$ cat config.mk
export PLATFORM = sky130hd
export DESIGN_NAME = ipf_lcu_sched
export DESIGN_NICKNAME = d
export VERILOG_FILES = /design/src/rtl/ipf_pkg.sv /design/src/rtl/ipf_lcu_addr_gen.sv /design/src/rtl/ipf_lcu_sched.sv
export SDC_FILE = /design/constraint.sdc
export NUM_CORES = 1
export LEC_CHECK = 0
export CORE_MARGIN = 3
export CORE_UTILIZATION = 54
export DETAILED_ROUTE_END_ITERATION = 10
export DONT_BUFFER_PORTS = 1
export GPL_ROUTABILITY_DRIVEN = 1
export PLACE_DENSITY = 0.73
export SLEW_MARGIN = 20
export SYNTH_ARGS = -nofsm -noshare
export SYNTH_HDL_FRONTEND = slang
export SYNTH_SLANG_ARGS = --single-unit
$ cat constraint.sdc
create_clock -name clk -period 4.4 [get_ports clk]
set_input_delay 1.32 -clock clk [delete_from_list [all_inputs] [get_ports clk]]
set_output_delay 1.32 -clock clk [all_outputs]
set_load 0.01 [all_outputs]
$ cat src/rtl/ipf_pkg.sv
// Shared types and constants for the IPF LCU scheduler: FSM states,
// LCU size decode and the parameter-word field layout.
package ipf_pkg;

    localparam int unsigned IMG_W  = 128;
    localparam int unsigned ADDR_W = 14;
    localparam int unsigned PAR_W  = 24;
    localparam int unsigned PIX_W  = 8;
    localparam int unsigned CNT_W  = 6;
    localparam int unsigned LCU_W  = 3;
    localparam int unsigned IDX_W  = 6;

    // Parameter word: {ipf_type, ipf_band_pos, ipf_wo_class, ipf_offset}
    localparam int unsigned TYPE_MSB  = 23;
    localparam int unsigned TYPE_LSB  = 22;
    localparam int unsigned BAND_MSB  = 21;
    localparam int unsigned BAND_LSB  = 17;
    localparam int unsigned CLASS_BIT = 16;
    localparam int unsigned OFF_MSB   = 15;
    localparam int unsigned OFF_LSB   = 0;

    typedef enum logic [2:0] {
        S_IDLE,
        S_PRM,
        S_PLD,
        S_STREAM,
        S_DRAIN,
        S_DONE
    } state_t;

    // Pixels per LCU side minus one
    function automatic logic [CNT_W-1:0] size_n_m1(input logic [1:0] size);
        case (size)
            2'd0:    return CNT_W'(15);
            2'd1:    return CNT_W'(31);
            default: return CNT_W'(63);
        endcase
    endfunction

    // LCUs per image side minus one
    function automatic logic [CNT_W-1:0] size_l_m1(input logic [1:0] size);
        case (size)
            2'd0:    return CNT_W'(7);
            2'd1:    return CNT_W'(3);
            default: return CNT_W'(1);
        endcase
    endfunction

    function automatic logic [1:0] size_norm(input logic [1:0] size);
        return (size == 2'd3) ? 2'd2 : size;
    endfunction

endpackage

$ cat src/rtl/ipf_lcu_addr_gen.sv
// Pixel/LCU raster counters: col, row inside an LCU, lx, ly across the image.
// Produces the image address, LCU index and the wrap flags the scheduler needs.
module ipf_lcu_addr_gen
    import ipf_pkg::*;
(
    input  logic              clk,
    input  logic              reset,
    input  logic              clear,
    input  logic              advance,
    input  logic [1:0]        size,
    output logic [ADDR_W-1:0] img_addr,
    output logic [IDX_W-1:0]  par_addr,
    output logic [LCU_W-1:0]  lcu_x,
    output logic [LCU_W-1:0]  lcu_y,
    output logic              first_in_row,
    output logic              first_row,
    output logic              last_in_row,
    output logic              last_row,
    output logic              last_lcu,
    output logic              last_pixel
);

    logic [CNT_W-1:0] col;
    logic [CNT_W-1:0] row;
    logic [CNT_W-1:0] lx;
    logic [CNT_W-1:0] ly;
    logic [CNT_W-1:0] n_m1;
    logic [CNT_W-1:0] l_m1;
    logic             last_lx;
    logic             last_ly;

    assign n_m1         = size_n_m1(size);
    assign l_m1         = size_l_m1(size);
    assign first_in_row = (col == '0);
    assign first_row    = (row == '0);
    assign last_in_row  = (col == n_m1);
    assign last_row     = (row == n_m1);
    assign last_lx      = (lx == l_m1);
    assign last_ly      = (ly == l_m1);
    assign last_lcu     = last_lx && last_ly;
    assign last_pixel   = last_in_row && last_row && last_lcu;
    assign lcu_x        = lx[LCU_W-1:0];
    assign lcu_y        = ly[LCU_W-1:0];

    // Nested wrap: col -> row -> lx -> ly; the final pixel returns everything to 0
    always_ff @(posedge clk) begin
        if (reset || clear) begin
            col <= '0;
            row <= '0;
            lx  <= '0;
            ly  <= '0;
        end else if (advance) begin
            if (!last_in_row) begin
                col <= col + CNT_W'(1);
            end else begin
                col <= '0;
                if (!last_row) begin
                    row <= row + CNT_W'(1);
                end else begin
                    row <= '0;
                    if (!last_lx) begin
                        lx <= lx + CNT_W'(1);
                    end else begin
                        lx <= '0;
                        ly <= last_ly ? '0 : ly + CNT_W'(1);
                    end
                end
            end
        end
    end

    // Address = {ly, row, lx, col} with field widths set by the LCU size
    always_comb begin
        img_addr = '0;
        par_addr = '0;
        case (size)
            2'd0: begin
                img_addr = {ly[2:0], row[3:0], lx[2:0], col[3:0]};
                par_addr = {ly[2:0], lx[2:0]};
            end
            2'd1: begin
                img_addr = {ly[1:0], row[4:0], lx[1:0], col[4:0]};
                par_addr = {2'b00, ly[1:0], lx[1:0]};
            end
            default: begin
                img_addr = {ly[0], row, lx[0], col};
                par_addr = {4'b0000, ly[0], lx[0]};
            end
        endcase
    end

endmodule

$ cat src/rtl/ipf_lcu_sched.sv
// Frame scheduler for the IPF filter: streams a 128x128 image in LCU raster
// order with per-LCU parameters prefetched during each LCU's last row.
module ipf_lcu_sched
    import ipf_pkg::*;
(
    input  logic              clk,
    input  logic              reset,
    input  logic              start,
    input  logic [1:0]        lcu_size,
    input  logic              ipf_busy,
    output logic              img_rd,
    output logic [ADDR_W-1:0] img_addr,
    input  logic [PIX_W-1:0]  img_data,
    output logic              par_rd,
    output logic [IDX_W-1:0]  par_addr,
    input  logic [PAR_W-1:0]  par_data,
    output logic              in_en,
    output logic [PIX_W-1:0]  din,
    output logic [LCU_W-1:0]  lcu_x,
    output logic [LCU_W-1:0]  lcu_y,
    output logic [1:0]        lcu_size_o,
    output logic [1:0]        ipf_type,
    output logic [4:0]        ipf_band_pos,
    output logic              ipf_wo_class,
    output logic [15:0]       ipf_offset,
    output logic              done
);

    state_t             state;
    state_t             state_nx;
    logic               start_acc;
    logic [1:0]         size_q;
    logic               par_pend;
    logic [PAR_W-1:0]   shadow;

    logic [ADDR_W-1:0]  g_img_addr;
    logic [IDX_W-1:0]   g_par_addr;
    logic [LCU_W-1:0]   g_lcu_x;
    logic [LCU_W-1:0]   g_lcu_y;
    logic               g_first_in_row;
    logic               g_first_row;
    logic               g_last_in_row;
    logic               g_last_row;
    logic               g_last_lcu;
    logic               g_last_pixel;
    logic               unused_ok;

    ipf_lcu_addr_gen u_addr_gen (
        .clk          (clk),
        .reset        (reset),
        .clear        (start_acc),
        .advance      (img_rd),
        .size         (size_q),
        .img_addr     (g_img_addr),
        .par_addr     (g_par_addr),
        .lcu_x        (g_lcu_x),
        .lcu_y        (g_lcu_y),
        .first_in_row (g_first_in_row),
        .first_row    (g_first_row),
        .last_in_row  (g_last_in_row),
        .last_row     (g_last_row),
        .last_lcu     (g_last_lcu),
        .last_pixel   (g_last_pixel)
    );

    assign unused_ok  = g_last_in_row;
    assign img_addr   = g_img_addr;
    assign lcu_size_o = size_q;
    assign din        = in_en ? img_data : '0;

    always_ff @(posedge clk) begin
        if (reset) begin
            state <= S_IDLE;
        end else begin
            state <= state_nx;
        end
    end

    // Next state plus the read strobes, which must react to busy in the same cycle
    always_comb begin
        state_nx  = state;
        start_acc = 1'b0;
        img_rd    = 1'b0;
        par_rd    = 1'b0;
        par_addr  = '0;
        case (state)
            S_IDLE, S_DONE: begin
                if (start) begin
                    start_acc = 1'b1;
                    state_nx  = S_PRM;
                end
            end
            S_PRM: begin
                par_rd   = 1'b1;
                state_nx = S_PLD;
            end
            S_PLD: begin
                state_nx = S_STREAM;
            end
            S_STREAM: begin
                if (!ipf_busy) begin
                    img_rd = 1'b1;
                    // Prefetch the next LCU's parameters at the start of this LCU's last row
                    if (g_last_row && g_first_in_row && !g_last_lcu) begin
                        par_rd   = 1'b1;
                        par_addr = g_par_addr + IDX_W'(1);
                    end
                    if (g_last_pixel) begin
                        state_nx = S_DRAIN;
                    end
                end
            end
            S_DRAIN: begin
                state_nx = S_DONE;
            end
            default: begin
                state_nx = S_IDLE;
            end
        endcase
    end

    // Output and shadow registers; LCU tags switch with the first pixel's in_en
    always_ff @(posedge clk) begin
        if (reset) begin
            size_q       <= '0;
            par_pend     <= 1'b0;
            shadow       <= '0;
            in_en        <= 1'b0;
            done         <= 1'b0;
            lcu_x        <= '0;
            lcu_y        <= '0;
            ipf_type     <= '0;
            ipf_band_pos <= '0;
            ipf_wo_class <= 1'b0;
            ipf_offset   <= '0;
        end else begin
            if (start_acc) begin
                size_q <= size_norm(lcu_size);
            end
            par_pend <= par_rd;
            if (par_pend) begin
                shadow <= par_data;
            end
            in_en <= img_rd;
            done  <= (state_nx == S_DONE);
            if (img_rd && g_first_in_row && g_first_row) begin
                lcu_x        <= g_lcu_x;
                lcu_y        <= g_lcu_y;
                ipf_type     <= shadow[TYPE_MSB:TYPE_LSB];
                ipf_band_pos <= shadow[BAND_MSB:BAND_LSB];
                ipf_wo_class <= shadow[CLASS_BIT];
                ipf_offset   <= shadow[OFF_MSB:OFF_LSB];
            end
        end
    end

endmodule

### Yosys cells after proc, flatten, opt, wreduce, memory -nomap -nowiden

Cells that the tools add are included.

| storage, ports and cells | value |
|---|---|
| flip-flop bits (word level) | 86 |
| word-level logic and storage cells | 74 |

| cells by class | value |
|---|---|
| muxes and demuxes | 24 |
| reductions and logical operators | 17 |
| add/subtract/negate cells | 5 |
| equal/unequal tests | 12 |

Operator list:

| cell | number |
|---|---|
| $mux W6 | 7 |
| $add A6 B1 Y6 const B | 5 |
| $pmux W14 S2 | 1 |
| $pmux W6 S2 | 2 |
| $pmux W3 S5 | 1 |
| $eq A6 B3 Y1 | 2 |
| $eq A6 B6 Y1 | 2 |
| $logic_not A6 Y1 | 2 |
| $eq A3 B3 Y1 const B | 3 |
| $mux W3 | 3 |
| $mux W8 | 1 |
| $logic_and A1 B1 Y1 | 7 |
| $eq A3 B2 Y1 const B | 2 |
| $mux W1 | 6 |
| $pmux W3 S2 | 1 |
| $reduce_and A4 Y1 | 1 |
| $eq A3 B1 Y1 const B | 1 |
| $logic_not A3 Y1 | 1 |
| $reduce_and A3 Y1 | 1 |
| $eq A2 B1 Y1 const B | 1 |
| $eq A2 B2 Y1 const B | 1 |
| $logic_not A2 Y1 | 1 |
| $mux W2 | 1 |
| $pmux W1 S2 | 1 |
| 4 further kinds | 4 |

### Logic depth before layout (Yosys ltp)

| depth | value |
|---|---|
| depth after elaboration | 9 |
| mapped depth | 9 |
| mapped depth without buffers | 6 |

### Modules after synthesis

A second synthesis with hierarchy kept.

| second synthesis, totals | value |
|---|---|
| cells, all modules | 478 |
| area total of the unflattened synthesis | 4423.0 sq um |

Modules (own cells, without submodules):

| module | instances | sequential area each (sq um) | cells each | area an instance (sq um) |
|---|---|---|---|---|
| ipf_lcu_sched | 1 | 1241.2 | 271 | 2730.1 |
| ipf_lcu_addr_gen | 1 | 480.5 | 207 | 1692.9 |

### Worst setup path after synthesis

No wires, ideal clock.

| timing path | value |
|---|---|
| path kind | input -> output |
| from | input ipf_busy |
| to | output par_addr[5] |
| arrival | 2.889 ns |
| buffers on the path | 2 |
| stages on the path | 7 |
| path slack | 0.191 ns |
| cells stage by stage | nand4bb_1 > clkbuf_1 > inv_2 > nand3_1 > or3_1 > clkbuf_1 > nor4_1 |

| on the way | value |
|---|---|
| cells in the longest elaborated chain, start to end | 2 |

RTL lines:

| element | line | RTL |
|---|---|---|
| start, declared | ipf_lcu_sched.sv:10 | `input logic ipf_busy,` |
| $mux W6 | ipf_lcu_sched.sv:101 | `if (!ipf_busy) begin` |
| $mux W6 | ipf_lcu_sched.sv:86 | `case (state)` |
| end, declared | ipf_lcu_sched.sv:15 | `output logic [IDX_W-1:0] par_addr,` |

Every way passes these cells.

### Worst setup path in the final report

Ends and elaborated chain as after synthesis.

==> run summary <==
Outcome = complete, no violations
Final Total Pwr = 1.42 mW
Clock-pin slew on the worst setup and hold paths = 0.10 ns
Synth cell count leaders = 86 x dfxtp_1, 84 x nand2_1, 50 x a21oi_1
Pleak = 1.42 nW
Crit. Startpoint = ipf_busy
CP max FO = 8
Post-CTS setup buffers = 0
Max IR drop VDD = 0.203 mV
Largest area contributor in the netlist = dfxtp_1
Fin. Hold Viols = 0
# DRC = 0
First-pass GRT wire length = 14.7 mm
Setup TNS = 0 ns
Die footprint = 0.00846 mm²
Vias in the first global route = 2936
Top cell type's share of synthesized area = 43.1%
Synth warn = 0
Arrival time worst endpoint = 2.84 ns
R2R Path Start = lcu_size_o[0]
Drt pass-1 iters = 5
Final setup viols = 0
Num CTS Buffers = 9
Worst hold path startpoint = shadow[10]
Routed wire length = 9.18 mm
DR vias = 3223
Placeable core area = 0.00698 mm²
Die X = 92.0 µm
Die height = 92.0 µm
Top Ports = 102
CTS H-tree lvls = 3
Fin crit share = 94.6%
Syn-to-layout area delta = 5.24%
Total Routing Usage GR = 21.5%
Hold-fix buffers at CTS = 0
Area occupied by multi-input gates = 0.00203 mm²
IO buf count = 0
Clk sink count = 86
Sequential fraction of the synthesis area = 43.1%
# fillers = 650
Via-to-Cell Ratio = 5.73
Power density over the cells = 339 mW/mm²
Tightest Hold Check Type = flop to flop
Gr ovfl total = 0
Final slew viol count = 0
Count leader, synth = dfxtp_1
Worst Setup Start Kind = input port
Unrepaired setup endpoints after global routing = false
Initial antenna violation count = 0
Largest net degree at the start of global routing = 65
FF+latch count, synth = 86
# resized after CTS = 0
Top_reg_cell synth = dfxtp_1
Antenna diodes = 0
Syn avg cell area = 8.30 µm²
Layout Nets = 506
RePlAce Congestion = 0.815
Number of DRC markers in iteration 0 = 100
Max-Cap Viols = 0
Post-synth EDFFs = 0
Root buffer cell = clkbuf_8
DP HPWL = 6.45 mm
Dpl cell area = 0.00400 mm²
WL/cell = 16.3 µm
CTS tree = yes
Syn_nets = 526
Mapped Area = 0.00399 mm²
Design area = 0.00420 mm²
Critical Path End Type = output pin
Sequential cell area = 0.00172 mm²
Ys async rst share = 0%
Netlist cell types = 56
Data required, critical path = 3.08 ns
Layout cells sized above 1 = 8.58%
Synth area leaders = dfxtp_1 43%, nand2_1 7.9%, mux2i_1 7.0%, a21oi_1 6.3%, nor2_1 4.4%
Worst-Skew Late Latency = 0.35 ns
Measured slew at the worst slew-check pin = 0.594 ns
Initial Util = 57.2%
Worst slew margin = 60.3%
Final ANT Viol Nets = 0
Setup CP Type = input port to output pin
Rows = 30
Skew final = 0.00954 ns
Clock Tree Buf Depth = 2
Syn Inst Count = 481
FMAX = 240 MHz
Post-layout min period = 4.16 ns
==> worst max-delay path, stage by stage <==
cell	delay [ns]
nand4bb_1	0.19
inv_2	0.09
nand3_1	0.13
or3_1	0.59
nor4_1	0.34
buf_4	0.18
==> placed cells by master, fill, tap and decap left out, drive strengths merged, types with 3 or more instances in the layout <==
| master | instances |
|---|---|
| a21oi | 50 |
| nand4 | 5 |
| nand3 | 9 |
| nor3 | 5 |
| clkinv | 4 |
| and2 | 14 |
| nand2b | 5 |
| inv | 15 |
| a21boi | 3 |
| o21ai | 14 |
| clkbuf | 9 |
| xor2 | 6 |
| or4 | 3 |
| buf | 10 |
| or3 | 6 |
| a311oi | 3 |
| ha | 7 |
| nor4 | 5 |
| nand2 | 85 |
| mux2i | 28 |
| nor2 | 48 |
| xnor2 | 9 |
| dfxtp | 86 |
| and3 | 6 |
==> per-layer routing <==
layer	global-route usage, %	vias up	part of all wire, %
li1	-	1589	-
met1	26.5	1516	43
met2	35.9	105	49
met3	6.89	13	6.6
met4	5.94	0	1.2
met5	0	-	0
==> worst paths after layout <==
kind              slack, ns  cells past startpoint               end
hold reg to reg        0.45                      2    ipf_offset[10]
hold / removal         0.45                      2    ipf_offset[10]
setup / recovery       0.24                      6       par_addr[5]
setup reg to reg       1.90                      5  u_addr_gen.ly[5]
==> layout make-up <==
class | count | area share (%)
Clock buffer | 9 | 2.95
Sequential cell | 86 | 41.0
Multi-Input combinational cell | 342 | 48.5
Timing Repair Buffer | 10 | 1.79
Tap cell | 96 | 2.86
Clock inverter | 7 | 1.88
Inverter | 12 | 1.07
==> stage by stage <==
step	std cells	setup WS, ns	util [%]	hold slack [ns]
final	562	0.238	60.1	0.448
after global routing	562	0.170	60.1	0.473
after CTS	562	0.240	60.1	0.446
after detailed placement	546	0.259	57.2	0.436
after global placement	546	0.306	57.2	0.430
after floorplan	481	0.191	-	0.431
==> registers in the layout, summed over array words and instances, names as in the netlist, 2 cells and up <==
signal / flops
state: 3
ipf_band_pos: 5
u_addr_gen.row: 6
lcu_y: 3
lcu_size_o: 2
ipf_type: 2
lcu_x: 3
shadow: 24
ipf_offset: 16
u_addr_gen.col: 6
u_addr_gen.ly: 6
u_addr_gen.lx: 6
==> kinds of logic (layout without fill, tap and decap cells) <==
family          Yosys count  in the layout  synth area share (%)
simple gates            208            208                  25.6
flops                    86             86                  43.1
fa+ha+maj                 7              7                  2.19
xor+xnor                 15             15                  3.29
mux                      30             30                  7.59
buf+inv                  53             38                  6.05
compound gates           82             82                  12.2
==> power by group <==
group	internal, mW	switching (mW)
Sequential	0.791	0.0137
Combinational	0.0293	0.0402
Clock	0.225	0.323
(Power assumes the default switching activity.)
